===== src/rtl/systolic_ctrl.sv =====
// systolic_ctrl: accepts a host block command, fetches N rows from the sample buffer,
// streams them onto the four array columns, drains the array and pulses done.

module systolic_lane #(
  parameter int VEC_W = 32
) (
  input  logic             clk,
  input  logic             clr,
  input  logic             load,
  input  logic [VEC_W-1:0] din,
  output logic [VEC_W-1:0] dout
);
  // Column register holds a row for exactly one cycle; zero otherwise.
  always_ff @(posedge clk) begin
    dout <= (load && !clr) ? din : '0;
  end
endmodule

module systolic_ctrl #(
  parameter int DRAIN_CYCLES = 12,
  parameter int ADDR_W       = 8
) (
  input  logic              clk,
  input  logic              rst,
  input  logic              cmd_valid,
  output logic              cmd_ready,
  input  logic [ADDR_W-1:0] cmd_base,
  input  logic [3:0]        cmd_rows,
  input  logic              abort,
  output logic              mem_rd_en,
  output logic [ADDR_W-1:0] mem_addr,
  input  logic [127:0]      mem_rd_data,
  output logic              sa_start,
  output logic [31:0]       sa_x01,
  output logic [31:0]       sa_x02,
  output logic [31:0]       sa_x03,
  output logic [31:0]       sa_x04,
  output logic              busy,
  output logic              done
);
  localparam int NUM_LANES = 4;
  localparam int VEC_W     = 32;
  localparam int STAGES    = 1;
  localparam int CNT_W     = $clog2(DRAIN_CYCLES + 2) + 1;
  localparam logic [CNT_W-1:0] DRAIN_LAST = CNT_W'(DRAIN_CYCLES - 1);

  typedef enum logic [2:0] {IDLE, FETCH, STREAM, DRAIN, DONE} state_t;

  state_t                              state, state_nxt;
  logic [ADDR_W-1:0]                   base_q;
  logic [3:0]                          rows_q;
  logic [3:0]                          row_cnt;
  logic [CNT_W-1:0]                    cnt;
  logic [STAGES:0]                     vld_pipe;
  logic [STAGES:0]                     first_pipe;
  logic                                kill;
  logic                                lane_clr;
  logic [NUM_LANES-1:0][VEC_W-1:0]     lane_din;
  logic [NUM_LANES-1:0][VEC_W-1:0]     lane_dout;

  // Abort only bites while a run is active; in DONE the completion takes priority.
  assign kill = abort && (state == FETCH || state == STREAM || state == DRAIN);

  always_comb begin
    state_nxt = state;
    cmd_ready = 1'b0;
    busy      = 1'b1;
    done      = 1'b0;
    mem_rd_en = 1'b0;
    unique case (state)
      IDLE: begin
        cmd_ready = 1'b1;
        busy      = 1'b0;
        if (cmd_valid) state_nxt = (cmd_rows == 4'd0) ? DONE : FETCH;
      end
      FETCH: begin
        mem_rd_en = 1'b1;
        if (row_cnt == rows_q - 4'd1) state_nxt = STREAM;
      end
      // Two cycles let the last read return and land on the column registers.
      STREAM: if (cnt == CNT_W'(1)) state_nxt = (DRAIN_CYCLES == 0) ? DONE : DRAIN;
      DRAIN:  if (cnt == DRAIN_LAST) state_nxt = DONE;
      DONE: begin
        done      = 1'b1;
        state_nxt = IDLE;
      end
      default: state_nxt = IDLE;
    endcase
    if (kill) state_nxt = IDLE;
  end

  assign mem_addr = mem_rd_en ? base_q + ADDR_W'(row_cnt) : '0;

  always_ff @(posedge clk) begin
    if (!rst) begin
      state      <= IDLE;
      base_q     <= '0;
      rows_q     <= '0;
      row_cnt    <= '0;
      cnt        <= '0;
      vld_pipe   <= '0;
      first_pipe <= '0;
    end else begin
      state <= state_nxt;
      if (cmd_ready && cmd_valid) begin
        base_q  <= cmd_base;
        rows_q  <= cmd_rows;
        row_cnt <= '0;
      end else if (mem_rd_en && row_cnt != rows_q) begin
        row_cnt <= row_cnt + 4'd1;
      end
      if (state_nxt != state)                 cnt <= '0;
      else if (state == STREAM || state == DRAIN) cnt <= cnt + 1'b1;
      // Read-data alignment: bit 0 = data on mem_rd_data, bit STAGES = row on columns.
      if (kill) begin
        vld_pipe   <= '0;
        first_pipe <= '0;
      end else begin
        vld_pipe   <= {vld_pipe[STAGES-1:0], mem_rd_en};
        first_pipe <= {first_pipe[STAGES-1:0], mem_rd_en && row_cnt == 4'd0};
      end
    end
  end

  assign lane_din = mem_rd_data;
  assign lane_clr = !rst || kill;

  genvar g;
  generate
    for (g = 0; g < NUM_LANES; g++) begin : g_lane
      systolic_lane #(.VEC_W(VEC_W)) u_lane (
        .clk  (clk),
        .clr  (lane_clr),
        .load (vld_pipe[0]),
        .din  (lane_din[g]),
        .dout (lane_dout[g])
      );
    end
  endgenerate

  assign sa_start = first_pipe[STAGES];
  assign sa_x01   = lane_dout[0];
  assign sa_x02   = lane_dout[1];
  assign sa_x03   = lane_dout[2];
  assign sa_x04   = lane_dout[3];

endmodule


===== config.mk =====
export PLATFORM = sky130hd
export DESIGN_NAME = systolic_ctrl
export DESIGN_NICKNAME = d
export VERILOG_FILES = /design/src/rtl/systolic_ctrl.sv
export SDC_FILE = /design/constraint.sdc
export NUM_CORES = 1
export LEC_CHECK = 0
export ABC_AREA = 1
export CAP_MARGIN = 20
export CORE_ASPECT_RATIO = 0.7
export CORE_MARGIN = 4
export CORE_UTILIZATION = 42
export CTS_BUF_LIST = sky130_fd_sc_hd__clkbuf_16
export DETAILED_ROUTE_END_ITERATION = 6
export GPL_TIMING_DRIVEN = 0
export PLACE_DENSITY = 0.86
export SYNTH_ARGS = -nofsm -noshare
export SYNTH_HDL_FRONTEND = slang
export SYNTH_SLANG_ARGS = --single-unit

===== constraint.sdc =====
create_clock -name clk -period 4.3 [get_ports clk]
set_clock_uncertainty 0.1 [all_clocks]
set_input_delay 0.86 -clock clk [delete_from_list [all_inputs] [get_ports clk]]
set_output_delay 0.86 -clock clk [all_outputs]
set_load 0.03 [all_outputs]

# Yosys cells after proc, flatten, opt, wreduce, memory -nomap -nowiden
# Index checks and enable logic that the tools add are counted.
# totals
reg_bits	155
latch_bits	0
mem_bits_rw	0
mem_bits_ro	0
in_bits	144
wordCells	54
n_memories	0
# op_classes
n_addsub	4
multipliers	0
div_mod_pow	0
magnitude_cmp	0
n_eq_ne	9
shifts	0
n_mux	12
n_bitwise	1
n_reduce_logical	17
# op_table
cell	count
3-bit 2-to-1 mux	6
3-bit case mux with 4 select lines	1
8-bit by 4-bit adder with 8-bit output	1
4-bit zero test	2
8-bit 2-to-1 mux	1
3-bit by 2-bit equality test with 1-bit output, second input constant	2
2-bit OR reduction	3
5-bit by 1-bit adder with 5-bit output, second input constant	1
5-bit by 1-bit equality test with 1-bit output, second input constant	1
5-bit by 4-bit equality test with 1-bit output, second input constant	1
1-bit logical AND	5
4-bit by 1-bit adder with 4-bit output, second input constant	1
4-bit equality test	1
1-bit logical OR	4
1-bit 2-to-1 mux	4
4-bit inequality test	1
4-bit by 1-bit subtractor with 4-bit output, second input constant	1
3-bit by 1-bit equality test with 1-bit output, second input constant	1
3-bit equality test, second input constant	1
3-bit zero test	1
3-bit inequality test	1
1-bit zero test	2
1-bit NOT	1

# Depth between registers and ports, before layout
# Gate-level depths: netlist (run 1).
# logic_depth
depth_word	7
depth_mapped	12
mapped_depth_nobuf	12

# Cells and area by module
# A second synthesis (run 1) with hierarchy kept.
# hier_totals
cells_unflattened	635
hier_area_um2	5647.9
# modules_own_cells
mod	instances	cells_each	area_each_um2	seq_area_each_um2
systolic_lane	4	101	999.7	640.6
systolic_ctrl	1	231	1649.1	540.5

# Worst setup path after synthesis (run 1)
# Ideal clock, no wire load.
# synth_timing
kind	reg-to-output
from	register row_cnt[0]
to	output mem_addr[6]
arrival_time_ns	1.993
path_slack_ns	1.347
path_stages_with_launch	10
n_path_buf	0
path_cell_list	dfxtp_1 ha_1 fa_1 nand2_1 inv_1 o21ai_0 nand2_1 nand2_1 nor3_1 nor3_1
# synth_via
elab_chain_cells	2
# synth_rtl
element	line	source
from (decl)	52	logic [3:0] row_cnt;
from (signal assigned)	110	row_cnt <= row_cnt + 4'd1;
8-bit by 4-bit adder with 8-bit output	92	assign mem_addr = mem_rd_en ? base_q + ADDR_W'(row_cnt) : '0;
8-bit 2-to-1 mux	92	
to (decl)	31	output logic [ADDR_W-1:0] mem_addr,
# No other way between the ends.

# Worst setup path in the final report (run 1)
# Same ends and word-level chain as after synthesis.

==> results of run 1 <==
-- synthesized netlist by cell type --
cell type,count,area share
nand2_4,2,0.0043
nor2_4,1,0.0021
xor2_1,4,0.0067
nand3_1,9,0.0086
fa_1,1,0.0038
ha_1,9,0.021
o21bai_1,1,0.0014
inv_4,1,0.0012
nor3_2,5,0.0095
nand2_2,5,0.0060
nor3_1,9,0.0086
nor2_8,1,0.0038
inv_2,2,0.0014
o21ai_1,2,0.0019
buf_2,4,0.0038
xnor2_1,2,0.0033
nor2_1,156,0.11
nor3_4,1,0.0031
a21oi_1,16,0.015
nand4_1,3,0.0036
nand2_1,45,0.032
nor3b_1,1,0.0014
nor2_2,2,0.0024
o21ai_0,17,0.016
clkbuf_1,1,0.00071
a31oi_1,1,0.0012
a211oi_1,1,0.0014
dfxtp_1,155,0.59
buf_4,11,0.016
o22ai_1,1,0.0012
inv_1,162,0.12
-- registers in the layout, indices dropped and copies added (netlist names) --
register            flops
rows_q                  4
vld_pipe                1
first_pipe              2
base_q                  8
row_cnt                 4
cnt                     5
g_lane.u_lane.dout    128
state                   3
-- tightest hold or removal path, stage by stage, from the launching register on --
cell     delay [ns]
dfxtp_1        0.30
inv_1          0.04
nor2_1         0.04
-- path summary, 6_finish.rpt --
check                                   start                  endpoint  slack (ns)  cells after the start
worst max-delay path               row_cnt[0]               mem_addr[6]        0.54                     10
worst max register to register       state[1]  g_lane[1].u_lane.dout[6]        2.45                      7
worst min register to register  first_pipe[0]             first_pipe[1]        0.31                      2
worst min-delay path            first_pipe[0]             first_pipe[1]        0.31                      2
-- metal layers --
layer,part of all wire,track usage,wire length (um)
met2,0.49,0.367,7800
met5,0,0,0
met4,0.035,0.0922,551
met1,0.38,0.234,6060
met3,0.093,0.0769,1470
-- layout make-up --
cell class	count	area share
plain buffers	16	0.0120
clock buffers	17	0.0482
clock inverters	15	0.0132
inverters	165	0.0704
multi-input cells	295	0.161
flip-flops and latches	155	0.351
well taps	157	0.0222
repair buffers	284	0.322
-- kinds of logic after synthesis --
kind of cell | after synthesis | synth area share
and+or+nand+nor | 240 | 0.197
xor gates and xnor gates | 6 | 0.0100
AOI/OAI and AO/OA | 39 | 0.0386
adders and majority gates | 10 | 0.0252
buffers and inverters | 181 | 0.139
DFF | 155 | 0.591
-- through the flow --
step,instance area [um2],std cells
floorplan,5250,631
global placement,8290,1072
detailed placement,8290,1072
CTS,8830,1104
global route,8830,1104
finish,8830,1104
-- where the power goes --
part	total, mW	leakage (nW)	internal, mW	switching, mW
Combinational	0.435	2.57	0.221	0.214
Clock	1.36	0.261	0.747	0.608
Sequential	1.50	1.26	1.48	0.0195
==> impl_metrics.toml, run 1 <==
[floorplanning]
start_util = 0.439
die_h_um = 102
die_w_um = 142
die_area_um2 = 14400
pin_count = 285
core-area_um2 = 12000
num_rows = 33

[clocking]
cts.sinks = 155
cts.repair.resized = 0
cts_buffer_depth = 2
cts_tree = "yes"
cts_root_buf = "clkbuf_16"
cts_max_level = 4
cts_buffers = 17
post_cts_buffers = 0
ctsHoldBuffers = 0
clkLatencyLatePin_ns = 0.40
path_clk_slew_ns = 0.07

[layout]
mostFrequentLayoutCells = "clkdlybuf4s50_1 (284), inv_1 (163), nor2_1 (156)"
register_area_um2 = 3100
drive_gt1_frac = 0.0686
utilization = 0.738
nets = 1088
diodes = 0
area_growth_pct = 68.2
multi_input_area_um2 = 1420
fillers = 869
layout_commonest_cell = "clkdlybuf4s50_1"

[global_routing]
overflow = 0
grt_pass1_wl_um = 23500
antenna_found_initial = 0
grt_usage = 0.211
grt_pass1_vias = 4583
grt_max_degree = 17

[critical_path]
endpoint_kind = "output pin"
crit_chain = "ha_1 -> fa_1 -> nand2_1 -> inv_1 -> o21ai_0 -> nand2_1 -> nand2_1 -> nor3_1 -> nor3_1 -> clkdlybuf4s50_1"
crit_buf_inv = 2
crit_path_max_incr_delay_ns = 0.71
crit_path_start_kind = "flop"
crit_required_ns = 3.34
critPathTopFamily = "buffers and inverters"
path_max_fanout = 5
crit_top_cell = "nand2_1"
slowest_stage = "clkdlybuf4s50_1"
critical_path_arrival_ns = 2.80
crit_type = "reg -> out"

[route]
drc = 0
num_vias = 4739
totalWireLength_um = 15900
wl_per_cell_um = 14.4
ant_nets = 0
first_pass_iters = 4
drtIter0Drc = 192
viasPerCell = 4.29

[placed_design]
hpwl_um = 12800
place.gp.congestion = 0.837
portBuffers = 284
post-place-ws_ns = 0.993

[timing]
tightestPinTransition_ns = 0.482
setup_ws_ns = 0.543
period_needed_ns = 3.76
rsz0062_at_grt = "no"
max_freq_mhz = 266
hold_ws_ns = 0.314
final_max_slew_viol_count = 0
setup_violations = 0
relSlewSlack = 0.677
fin_tns_setup_ns = 0
period_share = 0.874
hold_viol_final = 0

[synth]
seq_area_frac_synth = 0.591
syn_area_um2 = 5250
syn_area_per_cell_um2 = 8.33
yosys_warnings = 0
netlist_instances = 631
synth_cell_types = 31
syn_nets = 785
synth-seq-cells = 155

[power]
peakVddDrop_mv = 0.314
p_leak_nw = 4.09
p_per_area_nw_per_um2 = 372
power_mw = 3.29

[hold_path]
hold_path.class = "reg -> reg"

[outcome]
run_status = "completed"

[flow_run]
max_cap_viol_count = 0
No activity file was read; power rests on OpenSTA's default activity.
==> run 2, diff against run 1 <==
--- a/config.mk
+++ b/config.mk
@@ -9,11 +9,13 @@
 export CAP_MARGIN = 20
 export CORE_ASPECT_RATIO = 0.7
 export CORE_MARGIN = 4
-export CORE_UTILIZATION = 42
+export CORE_UTILIZATION = 43
 export CTS_BUF_LIST = sky130_fd_sc_hd__clkbuf_16
 export DETAILED_ROUTE_END_ITERATION = 6
 export GPL_TIMING_DRIVEN = 0
-export PLACE_DENSITY = 0.86
+export PLACE_DENSITY = 0.85
+export SKIP_LAST_GASP = 1
 export SYNTH_ARGS = -nofsm -noshare
 export SYNTH_HDL_FRONTEND = slang
+export SYNTH_HIERARCHICAL = 1
 export SYNTH_SLANG_ARGS = --single-unit
==> constraint.sdc (replaced) <==
create_clock -name clk -period 4.3 [get_ports clk]
set_clock_uncertainty 0.1 [all_clocks]
set_input_delay 1.075 -clock clk [delete_from_list [all_inputs] [get_ports clk]]
set_output_delay 1.075 -clock clk [all_outputs]
set_load 0.03 [all_outputs]
==> run 2 against run 1 <==
Net effect:
- synthesized cell count is 0.63% higher
- sequential power hardly changed
- die area grew 4.7%
- largest power group unchanged
==> impl_metrics.toml, run 2 <==
[timing]
setup_ws_ns = 0.405
max_freq_mhz = 257
hold_viol_final = 0
setup_violations = 0
hold_ws_ns = 0.317
relSlewSlack = 0.706
period_share = 0.906
period_needed_ns = 3.90
tightestPinTransition_ns = 0.440
fin_tns_setup_ns = 0
rsz0062_at_grt = "no"
final_max_slew_viol_count = 0

[clocking]
cts_buffers = 17
cts_max_level = 4
path_clk_slew_ns = 0.06
cts_tree = "yes"
cts_root_buf = "clkbuf_16"
cts.repair.resized = 0
cts_buffer_depth = 2
post_cts_buffers = 0
cts.sinks = 155
ctsHoldBuffers = 0
clkLatencyLatePin_ns = 0.40

[synth]
synth_common_cells = "inv_1 (158), dfxtp_1 (155), nor2_2 (120)"
netlist_instances = 635
async_flop_share = 0
synth_cell_types = 35
ys.flop_type = "dfxtp_1"
synth_top_area_frac = 0.549
syn_area_per_cell_um2 = 8.89
syn_area_um2 = 5650
synth_top_area_cell = "dfxtp_1"
seq_area_frac_synth = 0.549
synth-seq-cells = 155
yosys.area_share.simple = 0.242
synth_xor_area_frac = 0.00930
synth_edf_count = 0
synth_compound_area_frac = 0.0388
yosys_warnings = 6
synth_top_family_by_area = "simple AND/OR/NAND/NOR gates"
syn_nets = 789
netlist_top_cells_area = "dfxtp_1 (55%), nor2_2 (13%), inv_1 (11%), nand2_1 (2.9%), buf_6 (2.4%)"
yosysMostFrequentCell = "inv_1"
muxShareOfSynthArea = 0
synthAdderAreaFrac = 0.0235

[critical_path]
path_max_fanout = 5
critical_path_arrival_ns = 2.72
crit_path_start_kind = "flop"
crit_type = "reg -> out"
endpoint_kind = "output pin"
crit_required_ns = 3.12

[floorplanning]
start_util = 0.447
die_w_um = 145
core-area_um2 = 12600
die_h_um = 104
die_area_um2 = 15100
pin_count = 285
num_rows = 34

[route]
num_vias = 4814
first_pass_iters = 4
drc = 0
totalWireLength_um = 16300
viasPerCell = 4.33
drtIter0Drc = 177
wl_per_cell_um = 14.7
ant_nets = 0

[power]
peakVddDrop_mv = 0.269
combPwrFrac = 0.135
power.share.clock = 0.430
p_per_area_nw_per_um2 = 371
power.share.sequential = 0.434
p_leak_nw = 4.12
switching_share = 0.253
power.internal_mw = 2.57
p_switching_mw = 0.873

[layout]
fillers = 913
nets = 1092
drive_gt1_frac = 0.205
fin_cells = 1112
top_register = "g_lane.u_lane/dout"
largest_reg_flops = 128
mostFrequentLayoutCells = "clkdlybuf4s50_1 (284), inv_1 (159), dfxtp_1 (155)"
layout_commonest_cell = "clkdlybuf4s50_1"
register_area_um2 = 3100
diodes = 0
area_growth_pct = 64.3
multi_input_area_um2 = 1770
reg.largest.list = "g_lane.u_lane/dout x128, base_q x8, cnt x5"

[placed_design]
place.gp.congestion = 0.857
placedCellCount = 1081
hpwl_um = 12900
portBuffers = 284
post-place-ws_ns = 0.837

[global_routing]
grt_pass1_wl_um = 25600
grt_max_degree = 17
overflow = 0
busiest_layer = "met2"
grt_pass1_vias = 4712
met2_usage = 0.376
grt_use_met3 = 0.0710
antenna_found_initial = 1
grt_usage = 0.215
use_met1 = 0.250

[hold_path]
hold_path.class = "reg -> reg"

[outcome]
run_status = "completed"

[flow_run]
max_cap_viol_count = 0
run 2: power groups by stage:
stage / Clock, mW / Sequential [mW] / Combinational (mW)
after global routing: 1.57 / 1.50 / 0.501
after CTS: 1.51 / 1.50 / 0.468
final: 1.48 / 1.50 / 0.466
after floorplan: 0 / 1.58 / 0.179
after global placement: 0 / 1.53 / 0.457
after detailed placement: 0 / 1.53 / 0.464
run 2: worst paths after layout:
kind                 start       endpoint  depth (start not counted)  slack, ns
min reg2reg  first_pipe[0]  first_pipe[1]                          2       0.32
min          first_pipe[0]  first_pipe[1]                          2       0.32
max reg2reg      rows_q[0]         cnt[2]                         10       2.44
max             row_cnt[0]    mem_addr[4]                          6       0.40
run 2: area by class of cell:
class / instances / share of cell area
buffer: 15 / 0.0159
clock buffer: 17 / 0.0458
clock inverter: 14 / 0.0173
inverter: 166 / 0.0674
multi-input combinational: 299 / 0.191
sequential: 155 / 0.334
tap: 162 / 0.0218
timing repair buffer: 284 / 0.306
run 2: kinds of logic after synthesis:
| kind of cell | Yosys count |
|---|---|
| AND/OR/NAND/NOR | 243 |
| buffers and inverters | 181 |
| flip-flops | 155 |
| AO/OA/AOI/OAI | 40 |
| adder cells (fa/ha/maj) | 10 |
| XOR/XNOR | 6 |
run 2: through the flow:
| step | utilization | instance area, um2 | total power, mW |
|---|---|---|---|
| 2_1_floorplan | - | 5650 | 1.76 |
| 3_3_place_gp | 0.688 | 8690 | 1.98 |
| 3_5_place_dp | 0.688 | 8690 | 1.99 |
| 4_1_cts | 0.734 | 9280 | 3.48 |
| 5_1_grt | 0.734 | 9280 | 3.57 |
| 6_report | 0.734 | 9280 | 3.44 |
run 2: metal layers:
layer / up-vias / share of wire
met2: 185 / 0.49
met1: 2156 / 0.42
met3: 29 / 0.069
met4: 2 / 0.024
li1: 2442 / -
met5: - / 0.00074
run 2: worst max-delay path: stages (launching register included):
cell             delay, ns
dfxtp_1               0.36
ha_1                  0.22
fa_1                  0.41
a31oi_1               0.34
o21ai_0               0.12
a21oi_1               0.17
clkdlybuf4s50_1       0.69
